**src/rtl/exe_pkg.sv**
```systemverilog
// exe_pkg: opcodes, FSM states and default latencies shared by the execution sequencer.
package exe_pkg;
  localparam logic [2:0] OP_ADD   = 3'd0;
  localparam logic [2:0] OP_SUB   = 3'd1;
  localparam logic [2:0] OP_SCALE = 3'd2;
  localparam logic [2:0] OP_MULT  = 3'd3;
  localparam logic [2:0] OP_TRANS = 3'd4;
  localparam logic [2:0] OP_WMEM  = 3'd6;
  localparam logic [2:0] OP_STOP  = 3'd7;
  localparam int DEF_OP_W      = 3;
  localparam int DEF_CNT_W     = 4;
  localparam int DEF_LAT_ADD   = 1;
  localparam int DEF_LAT_SCALE = 2;
  localparam int DEF_LAT_MULT  = 4;
  localparam int DEF_LAT_TRANS = 1;
  typedef enum logic [1:0] {IDLE, EXEC, WB, HALT} state_t;
  function automatic int lat_m1(input int lat);
    return lat < 1 ? 0 : lat - 1;
  endfunction
endpackage

```
**src/rtl/exe_lat_counter.sv**
```systemverilog
// exe_lat_counter: loadable down-counter that holds at zero and flags it.
module exe_lat_counter #(
  parameter int CNT_W = 4
) (
  input  logic             clk,
  input  logic             reset_n,
  input  logic             load,
  input  logic             dec,
  input  logic [CNT_W-1:0] load_val,
  output logic             zero
);
  logic [CNT_W-1:0] cnt;
  always_ff @(posedge clk or negedge reset_n)
    if (!reset_n) cnt <= '0;
    else if (load) cnt <= load_val;
    else if (dec && cnt != '0) cnt <= cnt - 1'b1;
  assign zero = cnt == '0;
endmodule

```
**src/rtl/exe_sequencer.sv**
```systemverilog
// exe_sequencer: accepts one instruction, pulses one-hot unit enables for a per-op latency, then a writeback strobe.
// Optional EXE_SEQ_PERF_CNT_EN adds retire_cnt and stall_cnt performance counters.
module exe_sequencer import exe_pkg::*; #(
  parameter int OP_W      = DEF_OP_W,
  parameter int LAT_ADD   = DEF_LAT_ADD,
  parameter int LAT_SCALE = DEF_LAT_SCALE,
  parameter int LAT_MULT  = DEF_LAT_MULT,
  parameter int LAT_TRANS = DEF_LAT_TRANS,
  parameter int CNT_W     = DEF_CNT_W
) (
  input  logic            clk,
  input  logic            reset_n,
  input  logic            instr_valid,
  input  logic [OP_W+1:0] instr,
  output logic            instr_ready,
  output logic            read_from,
  output logic            add_en,
  output logic            scale_en,
  output logic            mult_en,
  output logic            transpose_en,
  output logic            add_or_sub,
  output logic            write_to_reg,
  output logic            write_to_mem,
  output logic            retire,
  output logic            busy,
  output logic            halted,
  output logic            illegal
`ifdef EXE_SEQ_PERF_CNT_EN
  ,
  output logic [31:0]     retire_cnt,
  output logic [31:0]     stall_cnt
`endif
);
  localparam logic [CNT_W-1:0] LA = CNT_W'(lat_m1(LAT_ADD));
  localparam logic [CNT_W-1:0] LS = CNT_W'(lat_m1(LAT_SCALE));
  localparam logic [CNT_W-1:0] LM = CNT_W'(lat_m1(LAT_MULT));
  localparam logic [CNT_W-1:0] LT = CNT_W'(lat_m1(LAT_TRANS));
  state_t state, ns;
  logic [OP_W-1:0] op_in;
  logic [2:0] code, op_q, op_n;
  logic rf_q, rf_n, wr_q, wr_n, accept, bad, zero, exec_n, wb_n;
  logic [CNT_W-1:0] load_val;
  assign op_in = instr[OP_W+1:2];
  assign code = op_in[2:0];
  always_comb begin
    accept = instr_valid & instr_ready;
    bad = int'(op_in) > 7 || code == 3'd5;
    ns = state;
    if (state == IDLE && accept && !bad) ns = code == OP_STOP ? HALT : code == OP_WMEM ? WB : EXEC;
    else if (state == EXEC && zero) ns = WB;
    else if (state == WB) ns = IDLE;
    op_n = accept ? code : op_q;
    rf_n = accept ? instr[1] : rf_q;
    wr_n = accept ? instr[0] : wr_q;
    exec_n = ns == EXEC;
    wb_n = ns == WB;
    load_val = code == OP_SCALE ? LS : code == OP_MULT ? LM : code == OP_TRANS ? LT : LA;
  end
  exe_lat_counter #(.CNT_W(CNT_W)) u_cnt (
    .clk(clk), .reset_n(reset_n), .load(accept), .dec(state == EXEC), .load_val(load_val), .zero(zero)
  );
  always_ff @(posedge clk or negedge reset_n)
    if (!reset_n) state <= IDLE;
    else state <= ns;
  // Outputs are registered from the next-state view so they line up with the state they describe.
  always_ff @(posedge clk or negedge reset_n)
    if (!reset_n) begin
      op_q <= '0;
      rf_q <= 1'b0;
      wr_q <= 1'b0;
      instr_ready <= 1'b1;
      busy <= 1'b0;
      halted <= 1'b0;
      read_from <= 1'b0;
      add_en <= 1'b0;
      add_or_sub <= 1'b0;
      scale_en <= 1'b0;
      mult_en <= 1'b0;
      transpose_en <= 1'b0;
      retire <= 1'b0;
      write_to_reg <= 1'b0;
      write_to_mem <= 1'b0;
      illegal <= 1'b0;
    end else begin
      op_q <= op_n;
      rf_q <= rf_n;
      wr_q <= wr_n;
      instr_ready <= ns == IDLE;
      busy <= exec_n | wb_n;
      halted <= ns == HALT;
      read_from <= (exec_n | wb_n) & rf_n;
      add_en <= exec_n & (op_n == OP_ADD | op_n == OP_SUB);
      add_or_sub <= exec_n & op_n == OP_SUB;
      scale_en <= exec_n & op_n == OP_SCALE;
      mult_en <= exec_n & op_n == OP_MULT;
      transpose_en <= exec_n & op_n == OP_TRANS;
      retire <= wb_n;
      write_to_reg <= wb_n & wr_n;
      write_to_mem <= wb_n & op_n == OP_WMEM;
      illegal <= illegal | (accept & bad);
    end
`ifdef EXE_SEQ_PERF_CNT_EN
  always_ff @(posedge clk or negedge reset_n)
    if (!reset_n) begin
      retire_cnt <= '0;
      stall_cnt <= '0;
    end else begin
      retire_cnt <= retire_cnt + 32'(retire);
      stall_cnt <= stall_cnt + 32'(instr_valid & ~instr_ready & (state != HALT));
    end
`endif
endmodule

```
**config.mk**
```make
export PLATFORM = sky130hd
export DESIGN_NAME = exe_sequencer
export DESIGN_NICKNAME = d
export VERILOG_FILES = /design/src/rtl/exe_pkg.sv /design/src/rtl/exe_lat_counter.sv /design/src/rtl/exe_sequencer.sv
export SDC_FILE = /design/constraint.sdc
export NUM_CORES = 1
export LEC_CHECK = 0
export ABC_AREA = 1
export CAP_MARGIN = 5
export CORE_MARGIN = 5
export CORE_UTILIZATION = 30
export DETAILED_ROUTE_END_ITERATION = 8
export GPL_TIMING_DRIVEN = 1
export SLEW_MARGIN = 20
export SYNTH_ARGS = -nofsm -noshare
export SYNTH_HDL_FRONTEND = slang
export SYNTH_HIERARCHICAL = 1
export SYNTH_SLANG_ARGS = --single-unit
export TNS_END_PERCENT = 20
```
**constraint.sdc**
```tcl
create_clock -name clk -period 1.9 [get_ports clk]
set_input_delay 0.38 -clock clk [delete_from_list [all_inputs] [get_ports clk]]
set_output_delay 0.38 -clock clk [all_outputs]
set_load 0.02 [all_outputs]
```
======== Word level (Yosys, flattened, before mapping) ========
Index checks and enable logic that the tools add are counted.
storage, ports and cells
  bits in registers ....................... 24
  bits of input ports ..................... 8
  output and inout bits ................... 13
operators by class
  add/subtract/negate cells ............... 1
  equal/unequal tests ..................... 15
  multiplexer cells ....................... 12
  bitwise logic cells ..................... 13
  reduce and logical (&&, ||, !) cells .... 11
operator list
  cell                                                                number
  3-bit == test, second input constant                                5
  2-bit two-way mux                                                   7
  3-bit by 2-bit == test with 1-bit output, second input constant     4
  1-bit bitwise AND                                                   10
  4-bit two-way mux                                                   2
  2-bit == test, second input constant                                3
  2-bit by 1-bit == test with 1-bit output, second input constant     2
  1-bit logical AND                                                   4
  2-bit zero test                                                     2
  4-bit zero test                                                     1
  4-bit nonzero test                                                  1
  4-bit by 1-bit subtractor with 4-bit output, second input constant  1
  3-bit by 1-bit == test with 1-bit output, second input constant     1
  3-bit zero test                                                     1
  3-bit two-way mux                                                   1
  1-bit OR                                                            3
  1-bit two-way mux                                                   2
  2-bit nonzero test                                                  1
  1-bit zero test                                                     1

======== Longest topological paths before layout ========
Gate-level depths: netlist of run 1.
  depth after elaboration ................. 7
  gate-level depth with buffers ........... 11

======== Modules after synthesis ========
Netlist of run 1, hierarchy kept.
modules (own cells, without submodules)
  module           instances  cells an instance  area each (µm²)  seq. area each (µm²)
  exe_sequencer    1          93                 882.1            501.7
  exe_lat_counter  1          46                 295.3            100.1

======== Least setup slack after synthesis of run 1 ========
OpenSTA, ideal clock, no wires.
  path type ............................... reg-to-reg
  start ................................... register instr_ready
  end ..................................... register read_from
  arrival ................................. 1,531 ps
  setup slack ............................. 297 ps
  stages on the path, launching flop included .. 9
  clock period less this slack ............ 1,603 ps
  cells stage by stage .................... dfstp_2 > nand2_4 > buf_6 > nor2_8 > nand3_2 > nand2_2 > inv_2 > ha_1 > nor2_1
on the way
  cells in the longest elaborated chain, start to end .. 7
  elaborated cells between the ends (all ways) .. 9
  those cells by class .................... 2 x eq/ne; 2 x mux; 3 x bitwise; 2 x reduce/logical
ends and longest elaborated chain
  item                                                                              line                                      text
  start: declaration                                                                exe_sequencer.sv:15                       output logic instr_ready,
  start signal: assignment                                                          exe_sequencer.sv:71                       instr_ready <= 1'b1;
  start signal: assignment                                                          exe_sequencer.sv:88                       instr_ready <= ns == IDLE;
  1-bit bitwise AND (*)                                                             exe_sequencer.sv:46                       accept = instr_valid & instr_ready;
  1-bit logical AND (*) (2 in series)                                               exe_sequencer.sv:49                       if (state == IDLE && accept && !bad) ns = code == OP_STOP ? HALT : code == OP_WMEM ? WB : EXEC;
  2-bit two-way mux (*)                                                             exe_sequencer.sv:49
  via ns[0]                                                                         exe_sequencer.sv:38                       state_t state, ns;
  2-bit by 1-bit == test with 1-bit output / 2-bit == test (equally long branches)  exe_sequencer.sv:55, exe_sequencer.sv:56
  1-bit OR (*)                                                                      exe_sequencer.sv:91                       read_from <= (exec_n | wb_n) & rf_n;
  1-bit bitwise AND (*)                                                             exe_sequencer.sv:91
  end signal: assignment                                                            exe_sequencer.sv:91
  end: declaration                                                                  exe_sequencer.sv:16                       output logic read_from,
Mark *: on every way through the listed nets, which the timed path passes. The rest lies on a longest branch.
A chain may end at the register's enable or synchronous reset.

======== Worst setup path after layout of run 1 ========
  start ................................... register u_cnt.cnt[0]
  end ..................................... register add_or_sub
on the way
  cells in the longest elaborated chain, start to end .. 6
ends and longest elaborated chain
  item                                      line                   text
  start: declaration                        exe_lat_counter.sv:12  logic [CNT_W-1:0] cnt;
  start signal: assignment                  exe_lat_counter.sv:15  else if (load) cnt <= load_val;
  start signal: assignment                  exe_lat_counter.sv:16  else if (dec && cnt != '0) cnt <= cnt - 1'b1;
  4-bit zero test                           exe_lat_counter.sv:17  assign zero = cnt == '0;
  via zero                                  exe_sequencer.sv:41    logic rf_q, rf_n, wr_q, wr_n, accept, bad, zero, exec_n, wb_n;
  1-bit logical AND                         exe_sequencer.sv:50    else if (state == EXEC && zero) ns = WB;
  2-bit two-way mux                         exe_sequencer.sv:50
  2-bit two-way mux                         exe_sequencer.sv:49
  2-bit by 1-bit == test with 1-bit output  exe_sequencer.sv:55    exec_n = ns == EXEC;
  1-bit bitwise AND                         exe_sequencer.sv:93    add_or_sub <= exec_n & op_n == OP_SUB;
  end signal: assignment                    exe_sequencer.sv:76    add_or_sub <= 1'b0;
  end signal: assignment                    exe_sequencer.sv:93
  end: declaration                          exe_sequencer.sv:21    output logic add_or_sub,
The timed path passes the listed nets, and every way through them passes these cells.

==> impl_metrics.csv, run 1 <==
group,metric,value,unit
setup_path,rr_worst_depth,10,
sta,fin_crit_sh,90.0,%
setup_path,slowest_stage,"dfrtp_1",
global_route,first_global_vias,958,
detailed_routing,drt-vias-per-instance,4.19,
sta,finalSetupViolCount,0,
global_route,use_met1,12.1,%
synth,synth_ff_type,"dfrtp_1",
floorplan,num_rows,22,
synth,ys_warn_count,6,
layout,nets,185,
setup_path,startpoint,"u_cnt/cnt[0]$_DFFE_PN0P_",
outcome,status,"complete, no violations",
cts,cts.sinks,24,
global_route,grtUsageMet2,16.5,%
sta,fin_crit,1.71,ns
layout,antennaDiodeCount,0,
floorplan,die-area,0.00528,mm^2
cts,cts_tree,"yes",
sta,final_max_slew_viol_count,0,
setup_path,path_cells,"inv_1 > ha_1 > nand2_2 > inv_1 > o21ai_1 > nand2_1 > nand2_1 > ha_1 > nand3_1 > nor2_1",
synth,syn_inst,139,
global_route,gr-total-overflow,0,
cts,worstSkewPairLatency,0.26,ns
sta,rsz0062_at_grt,"no",
pwr,p_leak,0.841,nW
layout,ff_latch_area,602,um^2
global_route,grt_pass1_wl,4.14,mm
place,place_area,0.00149,mm^2
setup_path,required,2.09,ns
synth,synth_common_cells,"nand2_1, dfrtp_1, inv_1",
cts,numCtsBuffers,3,
synth,netlist_area,0.00118,mm^2
layout,largest_reg_flops,4,
layout,fillers,398,
place,gp_congestion,0.752,
floorplan,initial_core_util,31.5,%
synth,netlist-cell-type-count,22,
synth,yosys_register_bits,24,
synth,avgSynthCellArea,8.47,um^2
job,maxCapViolations,0,
synth,async_reset_ff_share,100,%
layout,design_area,0.00156,mm^2
setup_path,r2r_slack,0.19,ns
global_route,grt_start_max_net_pins,25,
detailed_routing,drtIter0Drc,36,
layout,multi_input_area,482,um^2
synth,ys_seq_area_share,51.1,%
layout,regMostFlops,"u_cnt/cnt",
synth,synth_area_leaders,"dfrtp_1, nand2_1, inv_1",
detailed_routing,drc,0,
detailed_routing,dr.pass1.iters,2,
setup_path,critPathMaxFanout,3,
setup_path,reg2reg_from,"u_cnt/cnt[0]$_DFFE_PN0P_",
setup_path,timing.rr.end,"add_or_sub$_DFF_PN0_",
setup_path,max_stage_delay,0.38,ns
setup_path,crit_arrival,1.90,ns
place,dp_hpwl,1.86,mm
sta,finalHoldViolCount,0,
detailed_routing,num_vias,918,
cts,clockBufferDepth,2,
layout,synthToLayoutAreaGrowth,32.8,%
sta,holdWs,0.462,ns
floorplan,io_pins,21,
detailed_routing,wl_per_cell,10.7,um
layout,reg.largest.list,"u_cnt/cnt (4), op_q (3), state (2)",
setup_path,cp_num_cells,10,
setup_path,crit_end,"add_or_sub$_DFF_PN0_",
sta,fmax,584,MHz
sta,fin_skew,0.00373,ns
global_route,top_usage_layer,"met2",
global_route,antenna_found_initial,0,
cts,clk_pin_slew,0.09,ns
floorplan,core,0.00374,mm^2
cts,root_buffer,"clkbuf_8",
pwr,vdd_drop_max,0.565,mV
floorplan,dieHeight,72.6,um
synth,synth_edf_count,0,
pwr,power.density,635,mW/mm^2
synth,yosysMostFrequentCell,"nand2_1",
setup_path,start_kind,"flop",
setup_path,critPathBufInv,2,
setup_path,critPathTopFamily,"simple AND/OR/NAND/NOR gates",
global_route,grt_usage,10.0,%
layout,drive_above_1_share,14.6,%
cts,cts_max_level,1,
synth,yosysTopAreaCell,"dfrtp_1",
global_route,use_met3,5.37,%
detailed_routing,drt-total-wl,2.35,mm
synth,yosysTopAreaCellShare,48.9,%
min_path,worstHoldPathType,"primary input to asynchronous set/reset pin",
setup_path,crit_path_end_kind,"flop",
place,io_buffers,20,
setup_path,critPathKind,"flop to flop",
detailed_routing,antenna_left,0,
floorplan,die_width,72.6,um
==> through the flow <==
step                setup TNS, ns  worst slack, ns  power, W  cells  util (%)
finish                          0            0.189  0.000993    219      41.8
global route                    0           0.0394   0.00105    219      41.8
CTS                             0           0.0273   0.00102    219      41.7
detailed placement         -0.120          -0.0581  0.000563    215      39.8
global placement                0           0.0192  0.000563    215      39.8
floorplan                       0            0.297  0.000527    140         -
==> how the worst min path moves through the flow <==
stage / start / depth (start not counted) / endpoint
3_3_place_gp: illegal$_DFF_PN0_ / 1 / illegal$_DFF_PN0_
4_1_cts: reset_n / 2 / wr_q$_DFF_PN0_
6_report: reset_n / 2 / write_to_reg$_DFF_PN0_
3_5_place_dp: illegal$_DFF_PN0_ / 1 / illegal$_DFF_PN0_
2_1_floorplan: reset_n / 0 / add_en$_DFF_PN0_
5_1_grt: reset_n / 2 / read_from$_DFF_PN0_
==> routing by layer <==
layer | share of wire [%] | wire length, um
met1 | 46 | 1070
met2 | 46 | 1090
met3 | 8.3 | 195
met4 | 0 | 0
met5 | 0 | 0
==> cells by family (layout without fill, tap and decap cells) <==
group / Yosys count / in the layout / synth area share [%]
AOI/OAI and AO/OA: 9 / 9 / 4.68
adders and majority gates: 5 / 5 / 5.31
buffers and inverters: 24 / 55 / 8.29
DFF: 24 / 24 / 51.1
other: 1 / 2 / 0.319
and+or+nand+nor: 76 / 76 / 30.3
==> placed cells by master (no fill, tap or decap), drive strengths merged, types with 2 or more instances in the layout <==
cell | Yosys | layout
nor2 | 14 | 14
nand3b | 3 | 3
conb | 1 | 2
buf | 1 | 8
nand2 | 48 | 48
inv | 22 | 22
nand3 | 10 | 10
clkdlybuf4s50 | 0 | 19
o21ai | 8 | 8
clkbuf | 0 | 3
ha | 5 | 5
dfrtp | 23 | 23
==> power breakdown <==
part	internal, W	switching (W)
Combinational	0.0000195	0.0000218
Sequential	0.000510	0
Clock	0.000281	0.000160
==> what timing repair did <==
item | 4_1_cts | 5_1_grt
hold buffers | 0 | 0
hold endpoints to repair | 0 | 0
setup endpoints to repair | 0 | 3
resized for setup | 0 | 2
buffers inserted | 0 | 0
==> layout make-up <==
type | instances | share of cell area, %
Inverter | 23 | 5.52
Tap cell | 48 | 3.84
Clock buffer | 3 | 2.64
Sequential cell | 24 | 38.5
Multi-Input combinational cell | 92 | 30.8
Clock inverter | 1 | 1.92
Timing Repair Buffer | 28 | 16.8
No activity file was read; power rests on OpenSTA's default activity.
==> run 2, diff against run 1 <==
--- a/config.mk
+++ b/config.mk
@@ -10,7 +10,7 @@
 export CORE_MARGIN = 5
 export CORE_UTILIZATION = 30
 export DETAILED_ROUTE_END_ITERATION = 8
-export GPL_TIMING_DRIVEN = 1
+export GPL_ROUTABILITY_DRIVEN = 1
 export SLEW_MARGIN = 20
 export SYNTH_ARGS = -nofsm -noshare
 export SYNTH_HDL_FRONTEND = slang
==> results of run 2 <==
No change in the layout: final DEF, timing and power equal those of run 1.
